<file path="config.mk">
export PLATFORM = sky130hd
export DESIGN_NAME = nanorv32_exwb_stage
export DESIGN_NICKNAME = d
export VERILOG_FILES = /design/src/rtl/nanorv32_exwb_stage_pkg.sv /design/src/rtl/nanorv32_skid_buf.sv /design/src/rtl/nanorv32_exwb_stage.sv
export SDC_FILE = /design/constraint.sdc
export NUM_CORES = 1
export LEC_CHECK = 0
export ABC_CLOCK_PERIOD_IN_PS = 2970
export BUFFER_PORTS_ARGS = -buffer_cell sky130_fd_sc_hd__buf_2
export CORE_ASPECT_RATIO = 0.9
export CORE_UTILIZATION = 45
export CTS_CLUSTER_DIAMETER = 200
export DETAILED_ROUTE_END_ITERATION = 10
export PLACE_DENSITY = 0.73
export REMOVE_ABC_BUFFERS = 1
export SYNTH_ARGS = -nofsm -noshare
export SYNTH_HDL_FRONTEND = slang
export SYNTH_SLANG_ARGS = --single-unit
</file>
<file path="constraint.sdc">
create_clock -name clk -period 2.97 [get_ports clk]
set_input_delay 0.594 -clock clk [delete_from_list [all_inputs] [get_ports clk]]
set_output_delay 0.594 -clock clk [all_outputs]
set_load 0.05 [all_outputs]
</file>
<file path="src/rtl/nanorv32_exwb_stage_pkg.sv">
// rtl/nanorv32_exwb_stage_pkg.sv - shared constants for the NANORV32 EX->WB stage
package nanorv32_exwb_stage_pkg;

  localparam logic [1:0] NANORV32_EXWB_SEL_ALU  = 2'd0;
  localparam logic [1:0] NANORV32_EXWB_SEL_LINK = 2'd1;
  localparam logic [1:0] NANORV32_EXWB_SEL_COND = 2'd2;

  typedef enum logic [1:0] {
    NANORV32_EXWB_ST_EMPTY = 2'd0,
    NANORV32_EXWB_ST_ONE   = 2'd1,
    NANORV32_EXWB_ST_TWO   = 2'd2
  } exwb_state_e;

  function automatic logic [31:0] exwb_select(input logic [1:0] sel,
                                              input logic [31:0] alu_res,
                                              input logic [31:0] pc_plus4,
                                              input logic        alu_cond);
    logic [31:0] v;
    v = alu_res;
    case (sel)
      NANORV32_EXWB_SEL_LINK: v = pc_plus4;
      NANORV32_EXWB_SEL_COND: v = {31'd0, alu_cond};
      default:                v = alu_res;
    endcase
    return v;
  endfunction

endpackage

</file>
<file path="src/rtl/nanorv32_skid_buf.sv">
// rtl/nanorv32_skid_buf.sv - 2-entry valid/ready skid buffer with flush
module nanorv32_skid_buf
  import nanorv32_exwb_stage_pkg::*;
#(
  parameter int W = 38
) (
  input  logic         clk,
  input  logic         rst_n,
  input  logic         flush,
  input  logic [W-1:0] up_tdata,
  input  logic         up_tvalid,
  output logic         up_tready,
  output logic [W-1:0] dn_tdata,
  output logic         dn_tvalid,
  input  logic         dn_tready
);

  exwb_state_e  state, state_nxt;
  logic [W-1:0] main_q, skid_q;
  logic         accept, consume;

  // Flush kills a same-cycle upstream transfer as well as buffered entries.
  assign accept  = up_tvalid && up_tready && !flush;
  assign consume = dn_tvalid && dn_tready;

  always_ff @(posedge clk or negedge rst_n) begin
    if (!rst_n) begin
      state  <= NANORV32_EXWB_ST_EMPTY;
      main_q <= '0;
      skid_q <= '0;
    end else begin
      state <= state_nxt;
      if (!flush) begin
        case (state)
          NANORV32_EXWB_ST_EMPTY: if (accept) main_q <= up_tdata;
          NANORV32_EXWB_ST_ONE: begin
            if (accept && consume)  main_q <= up_tdata;
            else if (accept)        skid_q <= up_tdata;
          end
          NANORV32_EXWB_ST_TWO:   if (consume) main_q <= skid_q;
          default: ;
        endcase
      end
    end
  end

  always_comb begin
    state_nxt = state;
    if (flush) begin
      state_nxt = NANORV32_EXWB_ST_EMPTY;
    end else begin
      case (state)
        NANORV32_EXWB_ST_EMPTY:
          if (accept) state_nxt = NANORV32_EXWB_ST_ONE;
        NANORV32_EXWB_ST_ONE:
          if (accept && !consume)      state_nxt = NANORV32_EXWB_ST_TWO;
          else if (!accept && consume) state_nxt = NANORV32_EXWB_ST_EMPTY;
        NANORV32_EXWB_ST_TWO:
          if (consume) state_nxt = NANORV32_EXWB_ST_ONE;
        default: state_nxt = NANORV32_EXWB_ST_EMPTY;
      endcase
    end
  end

  // Handshake outputs decode the state register only, never dn_tready.
  always_comb begin
    up_tready = (state != NANORV32_EXWB_ST_TWO);
    dn_tvalid = (state != NANORV32_EXWB_ST_EMPTY);
    dn_tdata  = main_q;
  end

endmodule

</file>
<file path="src/rtl/nanorv32_exwb_stage.sv">
// rtl/nanorv32_exwb_stage.sv - NANORV32 EX->WB register stage with redirect
module nanorv32_exwb_stage
  import nanorv32_exwb_stage_pkg::*;
#(
  parameter int DATA_W = 32,
  parameter int RD_W   = 5
) (
  input  logic              clk,
  input  logic              rst_n,
  input  logic              ex_valid,
  output logic              ex_ready,
  input  logic [DATA_W-1:0] alu_res,
  input  logic              alu_cond,
  input  logic [1:0]        ex_sel,
  input  logic [DATA_W-1:0] ex_pc_plus4,
  input  logic              ex_br,
  input  logic              ex_jmp,
  input  logic [DATA_W-1:0] ex_target,
  input  logic [RD_W-1:0]   ex_rd,
  input  logic              ex_rd_we,
  input  logic              flush,
  output logic              wb_valid,
  input  logic              wb_ready,
  output logic [RD_W-1:0]   wb_rd,
  output logic              wb_we,
  output logic [DATA_W-1:0] wb_data,
  output logic              redirect,
  output logic [DATA_W-1:0] redirect_pc
);

  localparam int ENT_W = DATA_W + RD_W + 1;

  logic [DATA_W-1:0] sel_data;
  logic [ENT_W-1:0]  ent_in, ent_out;
  logic              accept, taken;

  always_comb begin
    sel_data = alu_res;
    case (ex_sel)
      NANORV32_EXWB_SEL_LINK: sel_data = ex_pc_plus4;
      NANORV32_EXWB_SEL_COND: sel_data = {{(DATA_W-1){1'b0}}, alu_cond};
      default:                sel_data = alu_res;
    endcase
  end

  // x0 write suppression is folded in at capture so wb_we comes straight from a flop.
  assign ent_in = {sel_data, ex_rd, ex_rd_we && (ex_rd != '0)};
  assign accept = ex_valid && ex_ready && !flush;
  assign taken  = accept && (ex_jmp || (ex_br && alu_cond));

  nanorv32_skid_buf #(.W(ENT_W)) u_skid (
    .clk       (clk),
    .rst_n     (rst_n),
    .flush     (flush),
    .up_tdata  (ent_in),
    .up_tvalid (ex_valid),
    .up_tready (ex_ready),
    .dn_tdata  (ent_out),
    .dn_tvalid (wb_valid),
    .dn_tready (wb_ready)
  );

  assign wb_data = ent_out[ENT_W-1 -: DATA_W];
  assign wb_rd   = ent_out[RD_W:1];
  assign wb_we   = ent_out[0];

  always_ff @(posedge clk or negedge rst_n) begin
    if (!rst_n) begin
      redirect    <= 1'b0;
      redirect_pc <= '0;
    end else begin
      redirect <= taken;
      if (taken) redirect_pc <= ex_target;
    end
  end

endmodule

</file>
# Yosys cells after proc, flatten, opt, wreduce, memory -nomap -nowiden
# Cells that the tools add are included.
[word_totals]
register_bits = 111
inputBits = 112
output_inout_bits = 73
[classes]
n_eq_ne = 11
muxes = 11
n_bitwise = 2
n_reduce_logical = 20
[ops]
columns = ["op", "n"]
rows = [
  ["38-bit 2-to-1 mux", 3],
  ["38-bit one-hot mux with 3 select lines", 1],
  ["32-bit one-hot mux with 2 select lines", 1],
  ["2-bit 2-to-1 mux", 5],
  ["1-bit logical AND", 9],
  ["2-bit one-hot mux with 3 select lines", 1],
  ["5-bit AND reduction", 1],
  ["5-bit nonzero test", 1],
  ["2-bit by 1-bit == test with 1-bit output, second input constant", 2],
  ["2-bit == test, second input constant", 2],
  ["2-bit by 1-bit inequality test with 1-bit output, second input constant", 2],
  ["2-bit inequality test, second input constant", 2],
  ["4-bit by 2-bit inequality test with 1-bit output, second input constant", 1],
  ["4-bit AND reduction", 1],
  ["1-bit logical NOT", 3],
  ["3-bit by 2-bit inequality test with 1-bit output, second input constant", 1],
  ["3-bit inequality test, second input constant", 1],
  ["3-bit AND reduction", 1],
  ["3-bit nonzero test", 1],
  ["2-bit logical NOT", 1],
  ["1-bit NOT", 2],
  ["2-bit nonzero test", 1],
  ["1-bit logical OR", 1],
]

# Longest topological paths before layout
[depth]
depth_word = 9
ltp_mapped = 7
mapped_depth_nobuf = 5

# By module
# A second synthesis with hierarchy kept.
[unflattened]
hier_cells = 341
area_unflattened_um2 = 5212.5
[modules_own_cells]
columns = ["module", "n_inst", "cells_each", "area_per_inst_um2"]
rows = [
  ["nanorv32_skid_buf", 1, 220, 3479.6],
  ["nanorv32_exwb_stage", 1, 121, 1732.9],
]

# Least setup slack after synthesis
# Ideal clock, no wire load.
[synth_timing]
path_type = "input to register"
from = "in ex_sel[0]"
to = "reg u_skid.main_q[29] (netlist: u_skid.dn_tdata[29])"
t_arrival_ps = 1791
required_time_ps = 2845
slack_ps = 1054
cell_stages = 7
n_path_buf = 2
path_cell_list = "inv_1 ha_1 clkbuf_1 clkbuf_1 nand3b_1 a31oi_1 mux2_4"
[synth_between]
elab_chain_len = 4
word_cells_on_any_way = 6
cone_classes = "eq/ne (2); mux (4)"
[synth_lines]
columns = ["element", "line", "rtl"]
rows = [
  ["from (decl)", "nanorv32_exwb_stage.sv:14", "input logic [1:0] ex_sel,"],
  ["2-bit == test or 2-bit by 1-bit == test with 1-bit output (tied branches)", "nanorv32_exwb_stage.sv:39", "case (ex_sel)"],
  ["32-bit one-hot mux with 2 select lines *", "nanorv32_exwb_stage.sv:39", ""],
  ["38-bit 2-to-1 mux, on equally long branches", "nanorv32_skid_buf.sv:37, nanorv32_skid_buf.sv:35", ""],
  ["38-bit one-hot mux with 3 select lines *", "nanorv32_skid_buf.sv:34", "case (state)"],
  ["to (signal assigned)", "nanorv32_skid_buf.sv:35", "NANORV32_EXWB_ST_EMPTY: if (accept) main_q <= up_tdata;"],
  ["to (signal assigned)", "nanorv32_skid_buf.sv:37", "if (accept && consume) main_q <= up_tdata;"],
  ["to (signal assigned)", "nanorv32_skid_buf.sv:40", "NANORV32_EXWB_ST_TWO: if (consume) main_q <= skid_q;"],
  ["to (decl)", "nanorv32_skid_buf.sv:19", "logic [W-1:0] main_q, skid_q;"],
]
# Every way passes the cells marked *; elsewhere a longest branch is shown, timed or not. The select of a mux whose other input is x is not followed.
# A chain may end at the register's enable or synchronous reset.

# Final worst setup path
[layout_timing]
from = "reg u_skid.state[1]"
to = "out ex_ready"
[layout_between]
elab_chain_len = 1
[layout_lines]
columns = ["element", "line", "rtl"]
rows = [
  ["from (decl)", "nanorv32_skid_buf.sv:18", "exwb_state_e state, state_nxt;"],
  ["from (signal assigned)", "nanorv32_skid_buf.sv:32", "state <= state_nxt;"],
  ["2-bit inequality test", "nanorv32_skid_buf.sv:67", "up_tready = (state != NANORV32_EXWB_ST_TWO);"],
  ["to (decl)", "nanorv32_exwb_stage.sv:11", "output logic ex_ready,"],
]
# No other way between the ends.

==> out/metrics.cfg <==
[run_status]
outcome=complete, no violations

[layout]
antennaDiodeCount=0
drive_gt1_share_pct=52.7
final_util_pct=58.6
layoutNonFillerInstCount=776
area_taken_by_flip_flops_and_latches_um2=2780
design.final.nets=731
area_growth_pct=24.7
fillerInstances=995
multiInputGateArea_um2=2510

[placement]
port_buffers=184
gpl.final_weighted_congestion=0.726
post-place-cells=762
worst_setup_slack_post_dpl_ps=657
dp_hpwl_mm=9.20

[critical_path]
critical_path.endpoint_type=output port
reg2reg_setup_slack_ps=780
worstSetupStartpointType=flip-flop
worstPathRequired_ps=2380
timing.critical_path.arrival_ps=1880
crit-reg2reg-capture=u_skid.dn_tdata[34]
crit_path_max_fanout=22
critical_path.reg2reg.startpoint=u_skid.state[1]
timing_worst_setup_path_type=flip-flop to output port
worst-r2r-cell-count=4

[sta]
timing.final.crit_period_ps=2480
timing_hold_violations_final=0
clock_skew_ps=4.42
timing_worst_slew_pin_value_ps=665
report.final.slew_viol_count=0
rsz0062_at_grt=no
slew_headroom_pct=55.7
finalCritPeriodShare_pct=83.5
finalSetupViolCount=0
tns_ps=0
postLayoutSetupSlackWorst_ps=491
max_freq_ghz=0.403

[logic_synthesis]
synth.avg_cell_area_um2=12.3
synth-seq-area-share_pct=50.7
yosys.area.top_type=dfrtp_1
yosysTopAreaCellShare_pct=50.7
synth.area.top_cells=dfrtp_1 (51%), mux2_2 (17%), mux2_4 (7.9%), nand2_1 (4.4%), nand3b_1 (4.4%)
netlist_area_um2=5480
yosys_warnings=0
ys_ff_latch=111
ys_types=34
synthCells=445

[floorplanning]
fp.coreArea_um2=11700
num_rows=37
pin_count=185
chip_height_um=107
initial_util_pct=47.0
chipWidth_um=118
area_of_the_die_um2=12600

[global_routing]
number_of_antenna_violations_at_the_first_check_in_global_routing=0
largest_net_degree_at_the_start_of_global_routing=63
number_of_global_route_vias_before_repair=4253
grt_pass1_wl_mm=21.3
globalRouteOverflowTotal=0
gr-usage-all-layers_pct=21.5

[clocking]
clock_tree.buffer_depth=2
cts_inserted_buffers=9
h-tree-depth=3
cts.clk_slew.worst_paths_ps=70
postCtsSetupBuffers=0
postCtsHoldBufs=0
cts_tree=yes
tritoncts_sink_count=111
clkLatencyLatePin_ps=350
root_buffer=clkbuf_16
post_cts_resized=0

[route]
vias_per_cell=5.24
average_wire_per_standard_cell_um=16.7
routed-via-count=4068
detail_route.first_pass.iterations=4
drc=0
route.antenna.remaining_nets=0
postRouteWirelength_mm=12.9
initialDrtViolationCount=181

[power_and_ir_drop]
total_leakage_power_nw=3.41
vdd_drop_max_v=0.000521
total_power_mw=5.07
pwrdens_nw_per_um2=742

[run]
cap_violations=0

[worst_hold_path]
timing.hold.worst.class=primary input to async pin

worst max-delay path by stage:
stage                     cells after the start  slack [ps]                   to            start
after floorplan                               3          30       redirect_pc[0]  u_skid.state[0]
after global placement                        5         740  u_skid.dn_tdata[22]            flush
after detailed placement                      7         660   u_skid.dn_tdata[8]        ex_sel[1]
after CTS                                     3         460             ex_ready  u_skid.state[1]
after global routing                          3         370             ex_ready  u_skid.state[1]
final                                         3         490             ex_ready  u_skid.state[1]
placed cells by master (no fill, tap or decap), drive strengths merged, types with 3 or more instances in the layout:
cell type	count
nor2	3
nor3b	31
inv	3
dfrtp	111
mux2	113
nand3b	32
a31oi	32
buf	194
clkbuf	10
nand2	64
nor2b	3
a21oi	3
metrics by stage:
step	hold slack, ps	cell area [um^2]
floorplan	298	5290
global placement	466	6530
detailed placement	486	6530
CTS	294	6830
global route	317	6830
finish	270	6830
power by group:
group          internal [mW]  switching, mW  leakage (nW)
clock network          0.729          0.537         0.144
logic                  0.608           1.15          1.89
registers               1.86          0.184          1.38
total                   3.20           1.87          3.41
critical path: stages (launching register included):
cell and delay (ps):
dfrtp_1 670, nor2b_4 350, inv_2 230, buf_2 280
layout make-up:
cell class	count	area share (%)
Sequential cell	111	40.7
Multi-Input combinational cell	298	36.8
Tap cell	156	2.86
Inverter	3	0.165
Clock buffer	10	3.35
Timing Repair Buffer	194	15.2
Clock inverter	4	1.06
metal layers:
| metal | global-route usage, % | vias to the layer above | share of wire (%) |
|---|---|---|---|
| met5 | 0 | - | 0 |
| met4 | 7.42 | 0 | 1.8 |
| met3 | 4.57 | 16 | 4.6 |
| met2 | 37.2 | 106 | 51 |
| met1 | 26.8 | 2022 | 43 |
| li1 | - | 1924 | - |
synth_stat cells:
master    instances
or3_1             1
o31a_1            1
or3b_2            1
clkbuf_1         17
o31ai_1           1
or2_2             1
o311ai_0          1
nand3_1           1
nand2_1          64
buf_1             1
mux2_4           29
dfrtp_1         111
nor4b_4           1
a221oi_1          1
nor2_1            3
inv_1             2
buf_4             1
mux2_2           83
and4bb_1          1
nor3b_1          31
nand3b_1         32
a21o_1            2
a21oi_1           3
nor2b_4           1
nor3_1            1
nand2b_1          1
a211oi_1          1
nor2b_1           2
ha_1              2
buf_6             7
a31oi_1          32
mux2_1            1
buf_2             7
inv_2             1
flip-flops by register name (all words and copies together), names as in the netlist:
signal           cells
redirect             1
u_skid.skid_q       38
u_skid.dn_tdata     38
u_skid.state         2
redirect_pc         32
kinds of logic after synthesis:
group	Yosys count	synth area share, %
muxes	113	25.2
buffers and inverters	36	3.65
adders and majority gates	2	0.457
and+or+nand+nor	141	15.0
AOI/OAI and AO/OA	42	4.95
DFF	111	50.7
Power figures use the tool's default switching activity.
